[config.mk]
export PLATFORM = sky130hd
export DESIGN_NAME = conv_window_sched_flat
export DESIGN_NICKNAME = d
export VERILOG_FILES = /design/src/rtl/conv_window_sched_pkg.sv /design/src/rtl/conv_window_sched_if.sv /design/src/rtl/win_addr_gen.sv /design/src/rtl/conv_window_sched.sv /design/src/flat_wrapper.sv
export SDC_FILE = /design/constraint.sdc
export NUM_CORES = 1
export LEC_CHECK = 0
export ABC_AREA = 1
export BUFFER_PORTS_ARGS = -buffer_cell sky130_fd_sc_hd__buf_4
export CAP_MARGIN = 15
export CORE_MARGIN = 5
export CORE_UTILIZATION = 25
export CTS_BUF_LIST = sky130_fd_sc_hd__clkbuf_4
export DETAILED_ROUTE_END_ITERATION = 7
export HOLD_SLACK_MARGIN = 0.1
export RECOVER_POWER = 100
export SKIP_CTS_REPAIR_TIMING = 1
export SLEW_MARGIN = 20
export SYNTH_ARGS = -nofsm -noshare
export SYNTH_HDL_FRONTEND = slang
export SYNTH_SLANG_ARGS = --single-unit
[constraint.sdc]
create_clock -name clk -period 5.4 [get_ports clk]
set_input_delay 1.35 -clock clk [delete_from_list [all_inputs] [get_ports clk]]
set_output_delay 1.35 -clock clk [all_outputs]
set_load 0.1 [all_outputs]
[src/rtl/conv_window_sched_pkg.sv]
// ---------------------------------------------------------------------------
// cnn_pkg: shared constants and types for the convolution front end.
//   IMG_W/IMG_H  image size in pixels
//   K            kernel size (window is K x K taps)
//   STRIDE/PAD   output step and zero border width
//   pixel_t      24-bit {R,G,B} pixel
//   win_t        NTAP packed pixels; tap t occupies bits [24t+23:24t]
//   sched_state_e  window scheduler FSM states
// ---------------------------------------------------------------------------
package cnn_pkg;

   localparam int IMG_W  = 32;
   localparam int IMG_H  = 32;
   localparam int K      = 3;
   localparam int STRIDE = 1;
   localparam int PAD    = 1;

   localparam int OUT_W  = (IMG_W + 2*PAD - K) / STRIDE + 1;
   localparam int OUT_H  = (IMG_H + 2*PAD - K) / STRIDE + 1;
   localparam int NTAP   = K * K;

   // Port widths of the buffer address and the window position.
   localparam int ADDR_W = 12;
   localparam int POS_W  = 5;
   localparam int TAP_W  = $clog2(NTAP);

   typedef logic [23:0]       pixel_t;
   typedef pixel_t [NTAP-1:0] win_t;
   typedef logic [POS_W-1:0]  pos_t;
   typedef logic [TAP_W-1:0]  tap_t;

   typedef enum logic [2:0] {
      IDLE,
      WAIT_BUF,
      FETCH,
      PRESENT,
      DONE
   } sched_state_e;

endpackage

[src/rtl/conv_window_sched_if.sv]
// ---------------------------------------------------------------------------
// conv_window_sched_if: window handshake between the scheduler and the
// first convolution layer.
//   win_valid  window available (master -> slave)
//   win_ready  consumer accepts window (slave -> master)
//   win_data   NTAP taps, row-major (ky,kx)
//   win_row    output row oy of the presented window
//   win_col    output column ox of the presented window
// ---------------------------------------------------------------------------
interface conv_window_sched_if;
   import cnn_pkg::*;

   logic win_valid;
   logic win_ready;
   win_t win_data;
   pos_t win_row;
   pos_t win_col;

   modport master (
      output win_valid,
      output win_data,
      output win_row,
      output win_col,
      input  win_ready
   );

   modport slave (
      input  win_valid,
      input  win_data,
      input  win_row,
      input  win_col,
      output win_ready
   );

endinterface

[src/rtl/win_addr_gen.sv]
// ---------------------------------------------------------------------------
// win_addr_gen: maps (output position, tap index) to an image buffer
// address. Purely combinational.
//   i_ox, i_oy    output column / row
//   i_tap         tap index t, ky = t / K, kx = t % K
//   o_raddr       y*IMG_W + x when in bounds, else 0
//   o_in_bounds   1 when the tap lands inside the image, 0 in the pad
// ---------------------------------------------------------------------------
module win_addr_gen
   import cnn_pkg::*;
(
   input  pos_t              i_ox,
   input  pos_t              i_oy,
   input  tap_t              i_tap,
   output logic [ADDR_W-1:0] o_raddr,
   output logic              o_in_bounds
);

   // Signed 32-bit coordinates so the padded border goes negative cleanly.
   int w_ky;
   int w_kx;
   int w_y;
   int w_x;

   // NOTE: combinational blocks use blocking '=' so each line sees the
   // values computed above it; clocked blocks use '<=' exclusively.
   always_comb begin
      w_ky        = int'(i_tap) / K;
      w_kx        = int'(i_tap) % K;
      w_y         = int'(i_oy) * STRIDE + w_ky - PAD;
      w_x         = int'(i_ox) * STRIDE + w_kx - PAD;
      o_in_bounds = (w_y >= 0) && (w_y < IMG_H) && (w_x >= 0) && (w_x < IMG_W);
      // Pad taps drive address 0 so raddr never leaves the buffer.
      o_raddr     = o_in_bounds ? ADDR_W'(w_y * IMG_W + w_x) : '0;
   end

endmodule

[src/rtl/conv_window_sched.sv]
// ---------------------------------------------------------------------------
// conv_window_sched: scans the loaded image once per start pulse, fetching
// one K x K zero-padded window per output position over the buffer's
// combinational read port and presenting it on a valid/ready handshake.
//   clk        system clock
//   rst_n      synchronous reset, ACTIVE HIGH (1 = reset)
//   start      one-cycle scan request, ignored while busy
//   buf_ready  image buffer fully loaded
//   raddr      registered pixel address, matches the tap captured this cycle
//   rdata      {R,G,B} at raddr, same-cycle return
//   busy       high in every state except IDLE
//   done       one-cycle pulse after the last window is accepted
//   win        window handshake (master side)
// ---------------------------------------------------------------------------
module conv_window_sched
   import cnn_pkg::*;
(
   input  logic              clk,
   input  logic              rst_n,
   input  logic              start,
   input  logic              buf_ready,
   output logic [ADDR_W-1:0] raddr,
   input  pixel_t            rdata,
   output logic              busy,
   output logic              done,
   conv_window_sched_if.master win
);

   sched_state_e      r_state;
   tap_t              r_tap;
   pos_t              r_ox;
   pos_t              r_oy;
   logic [ADDR_W-1:0] r_raddr;
   logic              r_inb;
   win_t              r_win;
   logic              r_win_valid;
   logic              r_busy;
   logic              r_done;

   // Coordinates of the tap to be fetched in the cycle after this edge.
   tap_t              w_nx_tap;
   pos_t              w_nx_ox;
   pos_t              w_nx_oy;
   logic [ADDR_W-1:0] w_gen_raddr;
   logic              w_gen_inb;
   logic              w_last_pos;

   assign w_last_pos = (r_ox == POS_W'(OUT_W - 1)) && (r_oy == POS_W'(OUT_H - 1));

   // NOTE: every variable gets a default before the case so no path leaves
   // it unassigned; otherwise synthesis infers a latch.
   always_comb begin
      w_nx_tap = r_tap + TAP_W'(1);
      w_nx_ox  = r_ox;
      w_nx_oy  = r_oy;
      case (r_state)
         FETCH: ;
         PRESENT: begin
            w_nx_tap = '0;
            if (r_ox == POS_W'(OUT_W - 1)) begin
               w_nx_ox = '0;
               w_nx_oy = r_oy + POS_W'(1);
            end else begin
               w_nx_ox = r_ox + POS_W'(1);
            end
         end
         default: begin
            w_nx_tap = '0;
            w_nx_ox  = '0;
            w_nx_oy  = '0;
         end
      endcase
   end

   // The address is computed one cycle ahead and registered, so the value
   // on raddr during a FETCH cycle belongs to the tap captured at its end.
   win_addr_gen u_addr_gen (
      .i_ox        (w_nx_ox),
      .i_oy        (w_nx_oy),
      .i_tap       (w_nx_tap),
      .o_raddr     (w_gen_raddr),
      .o_in_bounds (w_gen_inb)
   );

   always_ff @(posedge clk) begin
      if (rst_n) begin
         r_state     <= IDLE;
         r_tap       <= '0;
         r_ox        <= '0;
         r_oy        <= '0;
         r_raddr     <= '0;
         r_inb       <= 1'b0;
         // NOTE: the window register is reset too; it is a small flop
         // array, and clearing it means no partial window survives a reset.
         r_win       <= '0;
         r_win_valid <= 1'b0;
         r_busy      <= 1'b0;
         r_done      <= 1'b0;
      end else begin
         r_done <= 1'b0;
         case (r_state)
            IDLE: begin
               if (start) begin
                  r_busy <= 1'b1;
                  if (buf_ready) begin
                     r_state <= FETCH;
                     r_tap   <= '0;
                     r_raddr <= w_gen_raddr;
                     r_inb   <= w_gen_inb;
                  end else begin
                     r_state <= WAIT_BUF;
                  end
               end
            end

            WAIT_BUF: begin
               if (buf_ready) begin
                  r_state <= FETCH;
                  r_tap   <= '0;
                  r_raddr <= w_gen_raddr;
                  r_inb   <= w_gen_inb;
               end
            end

            FETCH: begin
               r_win[r_tap] <= r_inb ? rdata : '0;
               if (r_tap == TAP_W'(NTAP - 1)) begin
                  r_state     <= PRESENT;
                  r_win_valid <= 1'b1;
                  r_raddr     <= '0;
                  r_inb       <= 1'b0;
               end else begin
                  r_tap   <= w_nx_tap;
                  r_raddr <= w_gen_raddr;
                  r_inb   <= w_gen_inb;
               end
            end

            PRESENT: begin
               if (win.win_ready) begin
                  r_win_valid <= 1'b0;
                  if (w_last_pos) begin
                     r_state <= DONE;
                     r_done  <= 1'b1;
                  end else begin
                     r_state <= FETCH;
                     r_ox    <= w_nx_ox;
                     r_oy    <= w_nx_oy;
                     r_tap   <= '0;
                     r_raddr <= w_gen_raddr;
                     r_inb   <= w_gen_inb;
                  end
               end
            end

            DONE: begin
               r_state <= IDLE;
               r_busy  <= 1'b0;
               r_ox    <= '0;
               r_oy    <= '0;
               r_tap   <= '0;
            end

            default: r_state <= IDLE;
         endcase
      end
   end

   assign raddr         = r_raddr;
   assign busy          = r_busy;
   assign done          = r_done;
   assign win.win_valid = r_win_valid;
   assign win.win_data  = r_win;
   assign win.win_row   = r_oy;
   assign win.win_col   = r_ox;

endmodule
[src/flat_wrapper.sv]
// flat-port wrapper written by rule: the top's interface ports become plain ports
module conv_window_sched_flat import cnn_pkg::*;
  (clk, rst_n, start, buf_ready, raddr, rdata, busy, done, win_win_valid, win_win_data, win_win_row, win_win_col, win_win_ready);
  conv_window_sched_if win_i ();
  input  logic clk;
  input  logic rst_n;
  input  logic start;
  input  logic buf_ready;
  output logic [ADDR_W-1:0] raddr;
  input  pixel_t rdata;
  output logic busy;
  output logic done;
  output wire logic [$bits(win_i.win_valid)-1:0] win_win_valid;
  output wire logic [$bits(win_i.win_data)-1:0] win_win_data;
  output wire logic [$bits(win_i.win_row)-1:0] win_win_row;
  output wire logic [$bits(win_i.win_col)-1:0] win_win_col;
  input wire logic [$bits(win_i.win_ready)-1:0] win_win_ready;
  assign win_win_valid = win_i.win_valid;
  assign win_win_data = win_i.win_data;
  assign win_win_row = win_i.win_row;
  assign win_win_col = win_i.win_col;
  assign win_i.win_ready = win_win_ready;
  conv_window_sched u_core (.clk(clk), .rst_n(rst_n), .start(start), .buf_ready(buf_ready), .raddr(raddr), .rdata(rdata), .busy(busy), .done(done), .win(win_i));
endmodule
==> metrics.csv, run 1 <==
metric;value;unit
crit-path most repeated cell;nand2_1;
post-route clock skew;69.1;ps
routability cong.;0.867;
Syn Nets;1691;
worst-margin pin slew;1640;ps
worst-path fanout max;7;
H-tree Lvls;3;
crit start category;flip-flop;
Layout Area Growth over Synthesis;37.1;%
number of global-route vias before repair;12100;
synthesized instance count;1595;
multi-input logic area;0.00619;mm2
Slowest Stage Delay on Critical Path;390;ps
Port Buffer Count;269;
Final min period;5300;ps
Die Span Y;228;um
most common flop cell mapped by yosys;dfxtp_1;
sequential fraction of the synthesis area;0.420;
Wirelength per Cell;17.5;um
max layer used;met4;
Mapped Avg Cell Area;7.45;um2
final period utilization;0.981;
met3 wire len;4.13;mm
Die X;228;um
most frequent cells in the layout;buf_4 (367), dfxtp_1 (244), a21oi_1 (230), nand2_1 (230), o21ai_0 (192);
DRC violations left;0;
Crit-path slowest cell;fa_1;
met2 WL;21.1;mm
status;finished, violations left;
Antenna Nets Post-Route;0;
final hold slack;467;ps
DPL Wire Length;33.2;mm
Seq. cell area;0.00500;mm2
fmax;189;MHz
crit end category;flip-flop;
global-route wire length before repair;68.6;mm
Hold Crit Depth;2;
r2r worst-path depth;41;
share of layout cells above drive strength 1;0.280;
initial antenna violation count;3;
Critical R2R Launch;u_core.r_tap[1];
Clock Tree Buf Depth;3;
EDFF count, synth;0;
Slew HR;-0.0938;
Fillers;4935;
Seq cells post-synth;249;
metal1 wirelength;19.1;mm
Max-Cap Viols;1;
final cell count without fillers;2604;
most common cell after layout, fill and taps aside;buf_4;
Initial DRT Pass Iterations;5;
Via Count;12300;
Worst-Skew Late Latency;790;ps
final core occ;0.348;
critical path class;flip-flop to flip-flop;
final hold violation count;0;
Std-Cell Rows;79;
worst r2r dst;u_core.raddr[8];
DRT Wirelength;45.4;mm
clk slew on worst S/H paths;70;ps
die area;0.0520;mm2
Post-synth ARST share;0;
Mapped Area;0.0119;mm2
setup repair after global routing missed its margin;yes;
Synth warnings;0;
largest net degree at the start of global routing;102;
Tot GR Track Use;0.165;
vias per cell;4.72;
CTS tree;yes;
Unique masters post-synth;49;
Critical Path RT;6120;ps
failing checks;capacitance limit, slew limit;
CTS Sinks;249;
clock root buffer;clkbuf_4;
hold path endpoint;u_core.raddr[6];
R2R Setup Slk;100;ps
# IOs;270;
Hold Startpoint;u_core.raddr[6];
final setup fails;0;
Cells after DPL;2483;
Crit path arrival time;6020;ps
1st-iter DRT viols;729;
Starting Density;0.254;
Final Max Slew Viols;36;
Hold WC Path Type;flip-flop to flip-flop;
global route total overflow;0;
fin nets;2050;
cts bufs inserted;69;
Core ar.;0.0468;mm2
[worst max-delay path: cells and delay by family, from the launching register on]
kind	cells	cell delay, ps
and+or+nand+nor	23	2340
adders and majority gates	7	1460
buffers and inverters	8	650
DFF	1	360
AOI/OAI and AO/OA	2	230
xor gates and xnor gates	1	140
[layer usage]
metal,global-route usage,vias to the layer above
met5,0,-
met4,0.0528,0
met3,0.0655,65
met2,0.273,403
met1,0.198,5699
li1,-,6127
[flip-flops by register name, summed over array words and instances, names as in the netlist]
name and cells:
u_core.win.win_valid 1, u_core.r_state 3, u_core.r_inb 1, u_core.r_tap 4, u_core.busy 1, u_core.win.win_col 5, u_core.win.win_row 5, u_core.done 1
u_core.win.win_data 216, u_core.raddr 12
[how the worst max path moves through the flow]
| stage | startpoint | endpoint | slack, ps | cells past startpoint |
|---|---|---|---|---|
| detailed placement | u_core.r_tap[0] | u_core.raddr[2] | -130 | 39 |
| CTS | u_core.r_tap[1] | u_core.raddr[8] | -150 | 39 |
| finish | u_core.r_tap[1] | u_core.raddr[8] | 100 | 41 |
| floorplan | u_core.r_tap[0] | u_core.raddr[11] | 60 | 36 |
| global route | u_core.r_tap[1] | u_core.raddr[3] | -240 | 40 |
| global placement | u_core.r_tap[0] | u_core.raddr[9] | -70 | 35 |
[final cells by class]
cell class | instances | share of cell area
clock buffers | 96 | 0.0442
clock inverters | 15 | 0.00691
repair buffers | 373 | 0.175
flip-flops and latches | 249 | 0.307
diodes | 3 | 0.000461
inverters | 171 | 0.0397
multi-input cells | 1090 | 0.380
well taps | 607 | 0.0466
[metrics by stage]
| stage | cell area (um2) | setup WS, ps | TNS, ps |
|---|---|---|---|
| 3_3_place_gp | 15100 | -68.4 | -753 |
| 4_1_cts | 15900 | -149 | -1550 |
| 3_5_place_dp | 15100 | -128 | -1420 |
| 2_1_floorplan | 11900 | 64.7 | 0 |
| 5_1_grt | 16300 | -238 | -2560 |
| 6_report | 16300 | 101 | 0 |
[kinds of logic (layout without fill, tap and decap cells)]
kind of cell             Yosys count  count (layout)  share of synthesized area
other                              0               3                          0
AO/OA/AOI/OAI                    510             510                      0.232
adder cells (fa/ha/maj)           67              67                     0.0725
flip-flops                       249             249                      0.420
AND/OR/NAND/NOR                  499             499                      0.183
XOR/XNOR                          14              14                     0.0103
buffers and inverters            256             655                     0.0822
[cells in the mapped netlist, types with 2 or more instances]
cell type    n  area, um2
fa_1         3       60.1
nand3_2      4       40.0
o31ai_1      2       15.0
o211ai_1     3       22.5
nor3_1      11       55.1
nor2_2       2       12.5
or2_2        5       31.3
o21bai_1     2       15.0
a211oi_1    57        428
and2_1       5       31.3
o21ai_0    194        971
nand3_1     52        260
o22ai_1      2       12.5
dfxtp_1    249       4980
inv_2        2       7.51
ha_1        64        801
a21oi_1    235       1180
nor2_4       4       45.0
nand4_1     21        131
nand2_1    241        905
a21o_1       2       15.0
nand3b_1     9       67.6
nor2_1     135        507
nand2_4      3       33.8
a22oi_1      4       30.0
inv_1      167        627
xor2_1      13        114
clkbuf_1    81        304
o21a_1       2       15.0
and3_1       2       12.5
Power of run 1 is left out: the tool's default activity adds up to more than one toggle a clock period on the data nets, which glitch-free logic cannot reach.
==> run 2: changes to the inputs <==
CTS_BUF_LIST = sky130_fd_sc_hd__clkbuf_2   (was sky130_fd_sc_hd__clkbuf_4)
==> run 2 against run 1 <==
Effect of this change: the flow still finishes with violations (capacitance limit, slew limit); clock skew rose by 1.0 ps; critical endpoint unchanged; first-iteration DRC count rose by 9.5%; clock-buffer cell count did not move; worst setup slack improved by 19 ps; via count rose by 0.22%; maximum frequency rose by 0.37%; critical path depth did not move; non-clock buffer count rose by 2; sequential cell count did not move; cell count rose by 0.19%.
==> metrics.csv, run 2 (synthesis results as in run 1) <==
metric;value;unit
status;finished, violations left;
failing checks;capacitance limit, slew limit;
final period utilization;0.978;
crit start category;flip-flop;
initial antenna violation count;3;
setup repair after global routing missed its margin;yes;
final cell count without fillers;2609;
critical path class;flip-flop to flip-flop;
H-tree Lvls;3;
1st-iter DRT viols;798;
Hold Crit Depth;2;
Hold WC Path Type;flip-flop to flip-flop;
cts bufs inserted;67;
Cells after DPL;2483;
Layout Area Growth over Synthesis;35.2;%
worst-path fanout max;7;
max reg flops;216;
Critical R2R Launch;u_core.r_tap[1];
Slew HR;-0.113;
Die Span Y;228;um
fin nets;2050;
hold path endpoint;u_core.raddr[6];
vias per cell;4.72;
Core ar.;0.0468;mm2
worst-margin pin slew;1670;ps
Max-Cap Viols;1;
Critical Path RT;6310;ps
routability cong.;0.867;
Fillers;4954;
setup TNS;0;ps
Tot GR Track Use;0.165;
fmax;189;MHz
DPL Wire Length;33.2;mm
crit-path most repeated cell;nand2_1;
global-route wire length before repair;68.6;mm
Hold Startpoint;u_core.raddr[6];
Crit path arrival time;6190;ps
Initial DRT Pass Iterations;5;
post-route clock skew;70.1;ps
CTS tree;yes;
Via Count;12300;
Slowest Stage Delay on Critical Path;390;ps
Die X;228;um
share of layout cells above drive strength 1;0.281;
DRC violations left;0;
Final Max Slew Viols;36;
most frequent cells in the layout;buf_4 (368), dfxtp_1 (243), a21oi_1 (231);
Std-Cell Rows;79;
Worst-Skew Late Latency;970;ps
DRT Wirelength;45.4;mm
final hold violation count;0;
final setup fails;0;
Clock Tree Buf Depth;3;
Final min period;5280;ps
most common cell after layout, fill and taps aside;buf_4;
clock root buffer;clkbuf_2;
Crit-path slowest cell;fa_1;
clk slew on worst S/H paths;110;ps
final core occ;0.344;
Port Buffer Count;269;
R2R Setup Slk;120;ps
# IOs;270;
Wirelength per Cell;17.4;um
Antenna Nets Post-Route;0;
crit end category;flip-flop;
number of global-route vias before repair;12100;
worst r2r dst;u_core.raddr[8];
CTS Sinks;249;
largest net degree at the start of global routing;102;
Starting Density;0.254;
die area;0.0520;mm2
global route total overflow;0;
final hold slack;470;ps
r2r worst-path depth;41;
-- run 2: critical path, delay by kind of cell (launching register included) --
| kind | cells | cell delay (ps) |
|---|---|---|
| AND/OR/NAND/NOR | 23 | 2380 |
| adder cells (fa/ha/maj) | 7 | 1460 |
| buffers and inverters | 8 | 650 |
| flip-flops | 1 | 380 |
| AO/OA/AOI/OAI | 2 | 230 |
| XOR/XNOR | 1 | 130 |
-- run 2: worst max-delay path by stage --
stage / start / endpoint / slack (ps)
6_report: u_core.r_tap[1] / u_core.raddr[8] / 120
5_1_grt: u_core.r_tap[1] / u_core.raddr[3] / -220
4_1_cts: u_core.r_tap[0] / u_core.raddr[8] / -140
3_5_place_dp: u_core.r_tap[0] / u_core.raddr[2] / -130
3_3_place_gp: u_core.r_tap[0] / u_core.raddr[9] / -70
2_1_floorplan: u_core.r_tap[0] / u_core.raddr[11] / 60
-- run 2: area by class of cell --
class / count / area [um2] / share of cell area
antenna: 4 / 10.0 / 0.000623
multi-input combinational: 1090 / 6190 / 0.386
clock buffer: 96 / 480 / 0.0299
tap: 607 / 759 / 0.0473
clock inverter: 17 / 96.3 / 0.00600
inverter: 171 / 649 / 0.0404
sequential: 249 / 5000 / 0.311
timing repair buffer: 375 / 2870 / 0.179
-- run 2: per-layer routing --
metal | global-route usage | up-vias | share of wire
li1 | - | 6133 | -
met1 | 0.200 | 5742 | 0.42
met2 | 0.274 | 384 | 0.47
met3 | 0.0619 | 62 | 0.088
met4 | 0.0503 | 0 | 0.021
met5 | 0 | - | 0
-- run 2: per-stage QoR --
step                      cell area (um2)  setup WS, ps
final                               16100           120
after global routing                16100          -223
after CTS                           15700          -144
after detailed placement            15100          -128
after global placement              15100         -68.4
after floorplan                     11900          64.7
Power of run 2 is left out for the same reason.
==> run 3: changes to the inputs <==
clock period = 6 ns   (was 5.4 ns; I/O delays follow)
==> run 3 against run 2 <==
Effect of this change: the run still ends with capacitance limit, slew limit left; highest routed layer unchanged; worst hold slack improved by 0.81 ps; sequential share of layout area increased by 3.5 points; die area unchanged; worst setup slack improved by 350 ps; first-iteration DRC count increased by 5.6%; routed wire length decreased by 2.3%; clock skew increased by 22 ps; final area decreased by 10%.
==> metrics.csv, run 3 (synthesis results as in run 1) <==
metric;value;unit
status;finished, violations left;
failing checks;capacitance limit, slew limit;
delay-heaviest family, CP;adder cells;
crit-path most repeated cell;nand2_1;
worst r2r dst;u_core.raddr[11];
Die X;228;um
DRT Wirelength;44.4;mm
Wirelength per Cell;17.4;um
# IOs;270;
initial antenna violation count;2;
global route total overflow;0;
Layout Area Growth over Synthesis;21.4;%
Std-Cell Rows;79;
final core occ;0.308;
Hold WC Path Type;flip-flop to flip-flop;
share of layout cells above drive strength 1;0.115;
CTS tree;yes;
most common cell after layout, fill and taps aside;clkbuf_1;
largest net degree at the start of global routing;86;
Crit-path slowest cell;fa_1;
1st-iter DRT viols;843;
post-route clock skew;92.4;ps
Crit path arrival time;6320;ps
Via Count;12000;
fin nets;1984;
DRC violations left;0;
max reg flops;216;
Worst-Skew Late Latency;990;ps
worst-path fanout max;5;
number of buffer and inverter stages on the critical path;6;
fmax;181;MHz
Initial DRT Pass Iterations;5;
worst setup path startpoint;u_core.r_tap[1];
H-tree Lvls;3;
Die Span Y;228;um
number of global-route vias before repair;11500;
routability cong.;0.868;
Final min period;5530;ps
most frequent cells in the layout;clkbuf_1 (250), dfxtp_1 (243), nand2_1 (237);
DPL Wire Length;32.7;mm
Hold Crit Depth;2;
Clock Tree Buf Depth;3;
crit path to;u_core.raddr[11];
crit end category;flip-flop;
Slowest Stage Delay on Critical Path;380;ps
Core ar.;0.0468;mm2
final period utilization;0.922;
R2R Setup Slk;470;ps
global-route wire length before repair;67.4;mm
Tot GR Track Use;0.163;
Antenna Nets Post-Route;0;
final hold slack;471;ps
clock root buffer;clkbuf_2;
Starting Density;0.254;
r2r worst-path depth;38;
Critical R2R Launch;u_core.r_tap[1];
Max-Cap Viols;10;
clk slew on worst S/H paths;110;ps
crit start category;flip-flop;
Fillers;5258;
vias per cell;4.71;
die area;0.0520;mm2
cts bufs inserted;71;
CTS Sinks;249;
critical path depth;38;
Critical Path RT;6790;ps
Slew HR;-1.00;
final hold violation count;0;
final setup fails;0;
Final Max Slew Viols;527;
critical path class;flip-flop to flip-flop;
Port Buffer Count;269;
worst-margin pin slew;3000;ps
[run 3: cell types whose count changed in the layout (fill, tap and decap cells not counted), moves of 4 or more]
cell and change:
clkbuf_1 +249, ha_4 -6, nand3_1 +4, nand2_2 -6, inv_1 +8, ha_1 +5
nor2_1 +4, inv_2 -7, clkbuf_2 +5, buf_4 -315, nand2_1 +8
[run 3: worst min-delay path by stage]
stage	end	startpoint
6_report	u_core.raddr[9]	u_core.raddr[9]
5_1_grt	u_core.raddr[7]	u_core.raddr[7]
4_1_cts	u_core.raddr[6]	u_core.raddr[6]
3_5_place_dp	u_core.raddr[6]	u_core.raddr[6]
3_3_place_gp	u_core.raddr[10]	u_core.raddr[10]
2_1_floorplan	u_core.r_state[1]	u_core.r_state[1]
[run 3: cell type report]
type	instances	area, um2	share of cell area
multi-input combinational	1090	6030	0.418
tap	607	759	0.0527
sequential	249	4990	0.346
inverter	171	646	0.0448
timing repair buffer	305	1380	0.0954
clock inverter	18	105	0.00729
clock buffer	101	505	0.0350
antenna	2	5.00	0.000347
[run 3: worst register-to-register path, delay by kind of cell, from the launching register on]
| kind | cells | cell delay, ps |
|---|---|---|
| adder cells (fa/ha/maj) | 9 | 2160 |
| flip-flops | 1 | 360 |
| XOR/XNOR | 3 | 370 |
| buffers and inverters | 6 | 430 |
| AO/OA/AOI/OAI | 5 | 520 |
| AND/OR/NAND/NOR | 15 | 1480 |
[run 3: routing by layer]
layer  routed length (um)  vias to the layer above  GRT usage
met5                    0                        -          0
met4                  894                        0     0.0533
met3                 3850                       56     0.0650
met2                20900                      385      0.264
met1                18700                     5529      0.199
li1                     -                     6015          -
[run 3: through the flow]
step	std cells	setup WS [ps]	instance area, um2	TNS (ps)
floorplan	1595	665	11900	0
global placement	2417	232	14600	0
detailed placement	2417	-47.9	14600	-47.9
CTS	2536	-95.1	15200	-95.1
global route	2543	-12.0	14400	-27.0
finish	2543	468	14400	0
Power of run 3 is left out for the same reason.
